## src/rtl/alu_pkg.sv

```systemverilog
// Shared definitions for the ALU issue controller: opcodes, instruction
// field layout and controller FSM states.
package alu_pkg;

  localparam int DATA_W    = 4;
  localparam int INSTR_W   = 14;
  localparam int NUM_REGS  = 4;
  localparam int REG_IDX_W = 2;

  // Instruction field layout: [13] ldi, [12:10] op, [9:8] rd, [7:6] rs1, [5:4] rs2, [3:0] imm
  localparam int LDI_BIT = 13;
  localparam int OP_LSB  = 10;
  localparam int OP_W    = 3;
  localparam int RD_LSB  = 8;
  localparam int RS1_LSB = 6;
  localparam int RS2_LSB = 4;
  localparam int IMM_LSB = 0;
  localparam int IMM_W   = 4;

  localparam logic [OP_W-1:0] OP_ADD = 3'b000;
  localparam logic [OP_W-1:0] OP_SUB = 3'b001;
  localparam logic [OP_W-1:0] OP_AND = 3'b010;
  localparam logic [OP_W-1:0] OP_OR  = 3'b011;
  localparam logic [OP_W-1:0] OP_XOR = 3'b100;
  localparam logic [OP_W-1:0] OP_NOT = 3'b101;
  localparam logic [OP_W-1:0] OP_SHL = 3'b110;
  localparam logic [OP_W-1:0] OP_SHR = 3'b111;

  typedef enum logic [1:0] {
    ST_IDLE = 2'd0,
    ST_EXEC = 2'd1,
    ST_RESP = 2'd2
  } state_t;

endpackage

```

## src/rtl/alu_issue_ctrl_if.sv

```systemverilog
// Instruction, external-ALU and response signals of the issue controller.
// The controller uses the slave modport; the instruction source/ALU side uses master.
interface alu_issue_ctrl_if;
  import alu_pkg::*;

  logic                 instr_valid;
  logic                 instr_ready;
  logic [INSTR_W-1:0]   instr;
  logic [DATA_W-1:0]    alu_a;
  logic [DATA_W-1:0]    alu_b;
  logic [OP_W-1:0]      alu_op;
  logic [DATA_W-1:0]    alu_result;
  logic                 alu_carry;
  logic                 alu_zero;
  logic                 res_valid;
  logic                 res_ready;
  logic [DATA_W-1:0]    res_data;
  logic                 res_carry;
  logic                 res_zero;
  logic [REG_IDX_W-1:0] res_rd;

  modport slave (
    input  instr_valid, instr, alu_result, alu_carry, alu_zero, res_ready,
    output instr_ready, alu_a, alu_b, alu_op, res_valid, res_data, res_carry, res_zero, res_rd
  );

  modport master (
    output instr_valid, instr, alu_result, alu_carry, alu_zero, res_ready,
    input  instr_ready, alu_a, alu_b, alu_op, res_valid, res_data, res_carry, res_zero, res_rd
  );

endinterface

```

## src/rtl/alu_regfile.sv

```systemverilog
// 4 x 4-bit register file: one synchronous write port, two combinational read ports.
module alu_regfile
  import alu_pkg::*;
(
  input  logic                 clk,
  input  logic                 rst,
  input  logic                 we,
  input  logic [REG_IDX_W-1:0] waddr,
  input  logic [DATA_W-1:0]    wdata,
  input  logic [REG_IDX_W-1:0] raddr1,
  input  logic [REG_IDX_W-1:0] raddr2,
  output logic [DATA_W-1:0]    rdata1,
  output logic [DATA_W-1:0]    rdata2
);

  logic [DATA_W-1:0] regs [NUM_REGS];

  // Reset has priority so an in-flight write-back is dropped.
  always_ff @(posedge clk) begin
    if (rst) begin
      for (int i = 0; i < NUM_REGS; i++) regs[i] <= '0;
    end else if (we) begin
      regs[waddr] <= wdata;
    end
  end

  assign rdata1 = regs[raddr1];
  assign rdata2 = regs[raddr2];

endmodule

```

## src/rtl/alu_issue_ctrl.sv

```systemverilog
// Issue controller: decodes one instruction at a time, drives the external
// ALU for one cycle, writes back to the register file and holds the response.
module alu_issue_ctrl
  import alu_pkg::*;
(
  input  logic          clk,
  input  logic          rst,
  alu_issue_ctrl_if.slave bus
);

  state_t               state;
  logic                 instr_ready_q;
  logic [OP_W-1:0]      op_p1;
  logic [REG_IDX_W-1:0] rd_p1;
  logic [DATA_W-1:0]    opa_p1;
  logic [DATA_W-1:0]    opb_p1;
  logic                 vld_p2;
  logic [DATA_W-1:0]    res_data_p2;
  logic                 res_carry_p2;
  logic                 res_zero_p2;
  logic [REG_IDX_W-1:0] res_rd_p2;

  logic                 f_ldi;
  logic [OP_W-1:0]      f_op;
  logic [REG_IDX_W-1:0] f_rd;
  logic [REG_IDX_W-1:0] f_rs1;
  logic [REG_IDX_W-1:0] f_rs2;
  logic [IMM_W-1:0]     f_imm;
  logic                 accept;
  logic                 in_exec;
  logic                 rf_we;
  logic [REG_IDX_W-1:0] rf_waddr;
  logic [DATA_W-1:0]    rf_wdata;
  logic [DATA_W-1:0]    rf_rdata1;
  logic [DATA_W-1:0]    rf_rdata2;

  assign f_ldi  = bus.instr[LDI_BIT];
  assign f_op   = bus.instr[OP_LSB  +: OP_W];
  assign f_rd   = bus.instr[RD_LSB  +: REG_IDX_W];
  assign f_rs1  = bus.instr[RS1_LSB +: REG_IDX_W];
  assign f_rs2  = bus.instr[RS2_LSB +: REG_IDX_W];
  assign f_imm  = bus.instr[IMM_LSB +: IMM_W];

  assign accept  = bus.instr_valid & instr_ready_q;
  assign in_exec = (state == ST_EXEC);

  // ldi writes on its accept edge; ALU results write at the end of EXEC.
  assign rf_we    = (accept & f_ldi) | in_exec;
  assign rf_waddr = in_exec ? rd_p1 : f_rd;
  assign rf_wdata = in_exec ? bus.alu_result : f_imm;

  alu_regfile u_regfile (
    .clk    (clk),
    .rst    (rst),
    .we     (rf_we),
    .waddr  (rf_waddr),
    .wdata  (rf_wdata),
    .raddr1 (f_rs1),
    .raddr2 (f_rs2),
    .rdata1 (rf_rdata1),
    .rdata2 (rf_rdata2)
  );

  always_ff @(posedge clk) begin
    if (rst) begin
      state         <= ST_IDLE;
      instr_ready_q <= 1'b1;
      op_p1         <= '0;
      rd_p1         <= '0;
      opa_p1        <= '0;
      opb_p1        <= '0;
      vld_p2        <= 1'b0;
      res_data_p2   <= '0;
      res_carry_p2  <= 1'b0;
      res_zero_p2   <= 1'b0;
      res_rd_p2     <= '0;
    end else begin
      case (state)
        // p1: capture decode and source operands as they stand before this edge
        ST_IDLE: begin
          if (accept) begin
            op_p1         <= f_op;
            rd_p1         <= f_rd;
            opa_p1        <= rf_rdata1;
            opb_p1        <= rf_rdata2;
            instr_ready_q <= 1'b0;
            if (f_ldi) begin
              vld_p2       <= 1'b1;
              res_data_p2  <= f_imm;
              res_carry_p2 <= 1'b0;
              res_zero_p2  <= (f_imm == '0);
              res_rd_p2    <= f_rd;
              state        <= ST_RESP;
            end else begin
              state        <= ST_EXEC;
            end
          end
        end
        // p2: capture the external ALU outputs untouched
        ST_EXEC: begin
          vld_p2       <= 1'b1;
          res_data_p2  <= bus.alu_result;
          res_carry_p2 <= bus.alu_carry;
          res_zero_p2  <= bus.alu_zero;
          res_rd_p2    <= rd_p1;
          state        <= ST_RESP;
        end
        ST_RESP: begin
          if (bus.res_ready) begin
            vld_p2        <= 1'b0;
            instr_ready_q <= 1'b1;
            state         <= ST_IDLE;
          end
        end
        default: begin
          state         <= ST_IDLE;
          instr_ready_q <= 1'b1;
          vld_p2        <= 1'b0;
        end
      endcase
    end
  end

  assign bus.instr_ready = instr_ready_q;
  assign bus.alu_a       = in_exec ? opa_p1 : '0;
  assign bus.alu_b       = in_exec ? opb_p1 : '0;
  assign bus.alu_op      = in_exec ? op_p1  : '0;
  assign bus.res_valid   = vld_p2;
  assign bus.res_data    = res_data_p2;
  assign bus.res_carry   = res_carry_p2;
  assign bus.res_zero    = res_zero_p2;
  assign bus.res_rd      = res_rd_p2;

endmodule

```

## src/flat_wrapper.sv

```systemverilog
// flat-port wrapper written by rule: the top's interface ports become plain ports
module alu_issue_ctrl_flat import alu_pkg::*;
  (clk, rst, bus_instr_valid, bus_instr, bus_alu_result, bus_alu_carry, bus_alu_zero, bus_res_ready, bus_instr_ready, bus_alu_a, bus_alu_b, bus_alu_op, bus_res_valid, bus_res_data, bus_res_carry, bus_res_zero, bus_res_rd);
  alu_issue_ctrl_if bus_i ();
  input  logic clk;
  input  logic rst;
  input wire logic [$bits(bus_i.instr_valid)-1:0] bus_instr_valid;
  input wire logic [$bits(bus_i.instr)-1:0] bus_instr;
  input wire logic [$bits(bus_i.alu_result)-1:0] bus_alu_result;
  input wire logic [$bits(bus_i.alu_carry)-1:0] bus_alu_carry;
  input wire logic [$bits(bus_i.alu_zero)-1:0] bus_alu_zero;
  input wire logic [$bits(bus_i.res_ready)-1:0] bus_res_ready;
  output wire logic [$bits(bus_i.instr_ready)-1:0] bus_instr_ready;
  output wire logic [$bits(bus_i.alu_a)-1:0] bus_alu_a;
  output wire logic [$bits(bus_i.alu_b)-1:0] bus_alu_b;
  output wire logic [$bits(bus_i.alu_op)-1:0] bus_alu_op;
  output wire logic [$bits(bus_i.res_valid)-1:0] bus_res_valid;
  output wire logic [$bits(bus_i.res_data)-1:0] bus_res_data;
  output wire logic [$bits(bus_i.res_carry)-1:0] bus_res_carry;
  output wire logic [$bits(bus_i.res_zero)-1:0] bus_res_zero;
  output wire logic [$bits(bus_i.res_rd)-1:0] bus_res_rd;
  assign bus_i.instr_valid = bus_instr_valid;
  assign bus_i.instr = bus_instr;
  assign bus_i.alu_result = bus_alu_result;
  assign bus_i.alu_carry = bus_alu_carry;
  assign bus_i.alu_zero = bus_alu_zero;
  assign bus_i.res_ready = bus_res_ready;
  assign bus_instr_ready = bus_i.instr_ready;
  assign bus_alu_a = bus_i.alu_a;
  assign bus_alu_b = bus_i.alu_b;
  assign bus_alu_op = bus_i.alu_op;
  assign bus_res_valid = bus_i.res_valid;
  assign bus_res_data = bus_i.res_data;
  assign bus_res_carry = bus_i.res_carry;
  assign bus_res_zero = bus_i.res_zero;
  assign bus_res_rd = bus_i.res_rd;
  alu_issue_ctrl u_core (.clk(clk), .rst(rst), .bus(bus_i));
endmodule
```

## config.mk

```make
export PLATFORM = sky130hd
export DESIGN_NAME = alu_issue_ctrl_flat
export DESIGN_NICKNAME = d
export VERILOG_FILES = /design/src/rtl/alu_pkg.sv /design/src/rtl/alu_issue_ctrl_if.sv /design/src/rtl/alu_regfile.sv /design/src/rtl/alu_issue_ctrl.sv /design/src/flat_wrapper.sv
export SDC_FILE = /design/constraint.sdc
export NUM_CORES = 1
export LEC_CHECK = 0
export BUFFER_PORTS_ARGS = -buffer_cell sky130_fd_sc_hd__buf_2
export CORE_UTILIZATION = 50
export CTS_BUF_LIST = sky130_fd_sc_hd__clkbuf_8
export DETAILED_ROUTE_END_ITERATION = 10
export PLACE_DENSITY = 0.76
export SYNTH_ARGS = -nofsm -noshare
export SYNTH_HDL_FRONTEND = slang
export SYNTH_SLANG_ARGS = --single-unit
export TNS_END_PERCENT = 100
```

## constraint.sdc

```tcl
create_clock -name clk -period 2.4 [get_ports clk]
set_input_delay 0.48 -clock clk [delete_from_list [all_inputs] [get_ports clk]]
set_output_delay 0.48 -clock clk [all_outputs]
set_load 0.05 [all_outputs]
```

# Yosys cells after proc, flatten, opt, wreduce, memory -nomap -nowiden
# Memory sizes are Yosys's and may differ from the RTL's. A register that Yosys moved wholly into a read port is not among the register bits.
# Cells that the tools add are included.
# Widths: inputs -> output; s select.
# totals
wordCells,64
latch_bits,0
memories,1
regBits,17
in_bits,24
ram_bits,16
out_inout_bits,21
romBits,0
# op_classes
div_mod_pow,0
shift,0
eq_ne,5
n_mux,36
reduce_logical,9
n_mul,0
n_lt_le_gt_ge,0
addsub,0
n_bitwise,4
# mem_list
name,depth,width,read_ports,rd_ports_with_merged_regs,write_ports,line_no,text
u_core.u_regfile.regs,4,4,2,2,4,alu_regfile.sv:16,logic [DATA_W-1:0] regs [NUM_REGS];
# op_table
cell,n
$mux 4,6
$mux 1,15
$mux 2,7
$reduce_and 3->1,3
$pmux 4 s2,1
$pmux 1 s3,2
$pmux 2 s3,1
$logic_not 4->1,1
$ne 2x2->1 const B,2
$pmux 1 s2,2
$pmux 2 s2,1
$reduce_and 2->1,2
$reduce_or 4->1,1
$mux 3,1
$and 1x1->1,2
$eq 2x1->1 const B,1
$eq 2x2->1 const B,1
$logic_not 2->1,1
$ne 2x1->1 const B,1
$reduce_bool 2->1,1
$not 1->1,1
$or 1x1->1,1

# Longest topological paths before layout
# logic_depth
word_depth,8
mapped_depth,6
mapped_depth_nobuf,3

# Hierarchy
# From an unflattened synthesis, not the netlist that was laid out.
# unflattened
hier_cells,182
area_unflattened_um2,2031.9
# modules_own_cells
mod,seq_area_each_um2,area_per_inst_um2,cells_each,n_inst
alu_issue_ctrl,500.5,1151.1,131,1
alu_regfile,480.5,880.8,51,1

# Worst setup path before layout
# No wires, ideal clock.
# synth_path
path_type,flip-flop to flip-flop
start,"register u_core.instr_ready_q, in the netlist u_core.bus.instr_ready"
end,"memory u_core.u_regfile.regs[1][0], enable pin"
setup_time_ps,373
path_buffers,2
arrival_ps,1877
path_stages_with_launch,6
path_slack_ps,151
required_ps,2027
synth_period_minus_slack_ps,2249
cell_sequence,dfxtp_1 > nand3_1 > a21o_1 > buf_4 > buf_2 > o31ai_1
# synth_lines
item,line_no,text
"start, declared",alu_issue_ctrl.sv:12,logic instr_ready_q;
"start signal, assigned",alu_issue_ctrl.sv:67,instr_ready_q <= 1'b1;
"start signal, assigned",alu_issue_ctrl.sv:86,instr_ready_q <= 1'b0;
"start signal, assigned",alu_issue_ctrl.sv:111,instr_ready_q <= 1'b1;
"end, declared",alu_regfile.sv:16,

# Final worst setup path
# layout_path
start,register u_core.state[0]
end,output port bus_alu_a[0]
# layout_between
elab_chain_len,2
# layout_lines
item,line_no,text
"start, declared",alu_issue_ctrl.sv:11,state_t state;
"start signal, assigned",alu_issue_ctrl.sv:66,state <= ST_IDLE;
"start signal, assigned",alu_issue_ctrl.sv:93,state <= ST_RESP;
"start signal, assigned",alu_issue_ctrl.sv:95,state <= ST_EXEC;
$eq 2x1->1,alu_issue_ctrl.sv:45,assign in_exec = (state == ST_EXEC);
$mux 4,alu_issue_ctrl.sv:125,assign bus.alu_a = in_exec ? opa_p1 : '0;
"end, declared",flat_wrapper.sv:14,output wire logic [$bits(bus_i.alu_a)-1:0] bus_alu_a;
# Every way passes these cells.

==> impl_metrics.json <==
{
  "outcome": "complete, no violations",
  "die_h_um": 65.44,
  "worstSetupPathType": "reg -> out",
  "grt_usage_pct": 22.74,
  "grt_max_degree": 27,
  "end_kind": "output pin",
  "core_sq_um": 3771,
  "ys_async_sr_fraction_pct": 0,
  "layout_commonest_cell": "buf_2",
  "clock_sinks": 41,
  "ios": 45,
  "final_cell_count_no_fill": 273,
  "route.vias.total": 1533,
  "max_stage_delay_ns": 0.52,
  "worst_setup_path_start_kind": "flop",
  "critical_path_arrival_ns": 1.63,
  "die_width_um": 65.44,
  "drtIter0Drc": 99,
  "htree_levels": 2,
  "num_rows": 22,
  "critPathBufInv": 2,
  "hp-class": "in -> reg",
  "mostFrequentLayoutCells": "buf_2 (44), nand2_1 (32), dfxtp_1 (25), a21oi_1 (24), edfxtp_1 (16)",
  "netlist_top_cells_area": "dfxtp_1 (25%), edfxtp_1 (24%), mux4_2 (9.0%), a21oi_1 (6.0%), nand2_1 (6.0%)",
  "ys_warn_count": 0,
  "antenna_found_initial": 0,
  "cp.depth": 4,
  "hold_viol": 0,
  "cts_setup_buffers": 0,
  "p_leak_nw": 0.9385,
  "nNetsFinal": 248,
  "whs_path_depth": 2,
  "wl_per_cell_um": 15.70,
  "synthCells": 183,
  "die_area_sq_um": 4282,
  "syn_avg_cell_area_sq_um": 10.99,
  "drtPass1Iterations": 5,
  "cts_tree": "yes",
  "synth_edf_count": 16,
  "setup_viol": 0,
  "cts_root_buf": "clkbuf_8",
  "ys_seq_area_share_pct": 48.76,
  "ir_worst_vdd_mv": 0.4049,
  "drv_slew": 0,
  "drive_above_1_share_pct": 35.11,
  "ant_nets": 0,
  "seq_area_sq_um": 980.9,
  "crit_family": "flip-flops",
  "crit_fanout": 12,
  "clk_pin_slew_ns": 0.08,
  "place.gp.congestion": 0.8572,
  "yosysUniqueCellTypes": 36,
  "tightest_slew_ns": 0.6584,
  "drc": 0,
  "start_util_pct": 53.35,
  "multi_input_area_sq_um": 938.4,
  "clock_latency_ns": 0.29,
  "dp.cells": 265,
  "reg2reg_depth": 3,
  "max_cap_viol_count": 0,
  "slowest_stage": "dfxtp_1",
  "rsz0062_at_grt": "no",
  "cts_made_buffers": 5,
  "io_buffers": 44,
  "clock_path_buffers": 2,
  "period_share_pct": 87.91,
  "grt_pass1_wl_um": 7072,
  "yosys.area.top_type": "dfxtp_1",
  "dp_hpwl_um": 3185,
  "power.density_nw_per_um2": 705.4,
  "synthToLayoutAreaGrowth_pct": 16.60,
  "ys_seq_elements": 41,
  "nFillCells": 320,
  "syn_area_sq_um": 2012,
  "ys.flop_type": "dfxtp_1",
  "wl_um": 4286,
  "fmax_mhz": 474.0,
  "skew_ns": 0.002051,
  "fin_setup_tns_ns": 0,
  "yosysTopAreaCellShare_pct": 24.88,
  "cts_resized": 0,
  "grt_overflow": 0,
  "grt_pass1_vias": 1410,
  "cts_hold_buffers": 0,
  "vias_per_cell": 5.615,
  "path_cells": "nor2b_1 -> buf_4 -> and2_1 -> buf_2",
  "syn_nets": 207,
  "slew_headroom_pct": 54.85,
  "crit_required_ns": 1.92,
  "antenna_cells": 0,
  "finalCriticalPeriod_ns": 2.110
}
layout make-up:
class / instances / area share [%]
Timing Repair Buffer: 47 / 10.35
Clock buffer: 6 / 3.520
Inverter: 2 / 0.3200
Clock inverter: 2 / 1.440
Multi-Input combinational cell: 127 / 40.00
Sequential cell: 41 / 41.81
Tap cell: 48 / 2.560
report_power, final:
part | switching, W | internal [W]
sequential | 0.0000315 | 0.000770
clock | 0.000235 | 0.000335
combinational | 0.000186 | 0.0000969
per-layer routing:
metal | global-route usage (%) | routed length [um] | vias up
met5 | 0 | 0 | -
met1 | 28.10 | 1916 | 703
met3 | 7.118 | 235 | 16
met2 | 35.57 | 1989 | 54
li1 | - | - | 760
met4 | 11.68 | 145 | 0
Yosys cell counts (5+ instances only):
master,count
mux2i_1,5
and2_1,11
a21oi_1,24
dfxtp_1,25
mux4_2,8
clkbuf_1,5
nand2_1,32
a211oi_1,6
nor4_2,9
nor2_1,5
edfxtp_1,16
logic make-up after synthesis:
kind of cell | count (synthesis) | share of synthesized area [%]
AND/OR/NAND/NOR | 70 | 20.71
buffers and inverters | 15 | 4.602
AO/OA/AOI/OAI | 41 | 12.31
multiplexers | 16 | 13.62
flip-flops | 41 | 48.76
metrics by stage:
step           power [W]  hold WS (ns)  setup slack (ns)  area [sq um]  utilization, %
2_1_floorplan   0.001026        0.4317            0.1508          2012               -
3_3_place_gp    0.001091        0.4381            0.4011          2230           59.12
3_5_place_dp    0.001100        0.4424            0.3565          2230           59.12
4_1_cts         0.001662        0.3864            0.2704          2346           62.21
5_1_grt         0.001729        0.3879            0.1684          2346           62.21
6_report        0.001655        0.3972            0.2902          2346           62.21
sequential cells by signal, indices dropped and copies added (netlist names):
| name | count |
|---|---|
| u_core.op_p1 | 3 |
| u_core.opa_p1 | 4 |
| u_core.bus.res_rd | 2 |
| u_core.bus.res_data | 4 |
| u_core.u_regfile.regs | 16 |
| u_core.bus.res_valid | 1 |
| u_core.rd_p1 | 2 |
| u_core.bus.res_carry | 1 |
| u_core.opb_p1 | 4 |
| u_core.bus.res_zero | 1 |
| u_core.bus.instr_ready | 1 |
| u_core.state | 2 |
worst paths after layout:
check	from	to	slack (ns)
setup / recovery	u_core.state[0]$_SDFFE_PP0N_	bus_alu_a[0]	0.29
hold / removal	bus_instr[13]	u_core.state[0]$_SDFFE_PP0N_	0.40
setup reg to reg	u_core.state[1]$_SDFFE_PP0N_	u_core.u_regfile.regs[2][2]$_SDFFCE_PN0P_	0.35
hold reg to reg	u_core.opb_p1[2]$_SDFFE_PP0P_	u_core.opb_p1[2]$_SDFFE_PP0P_	0.45
(Power assumes the default switching activity.)
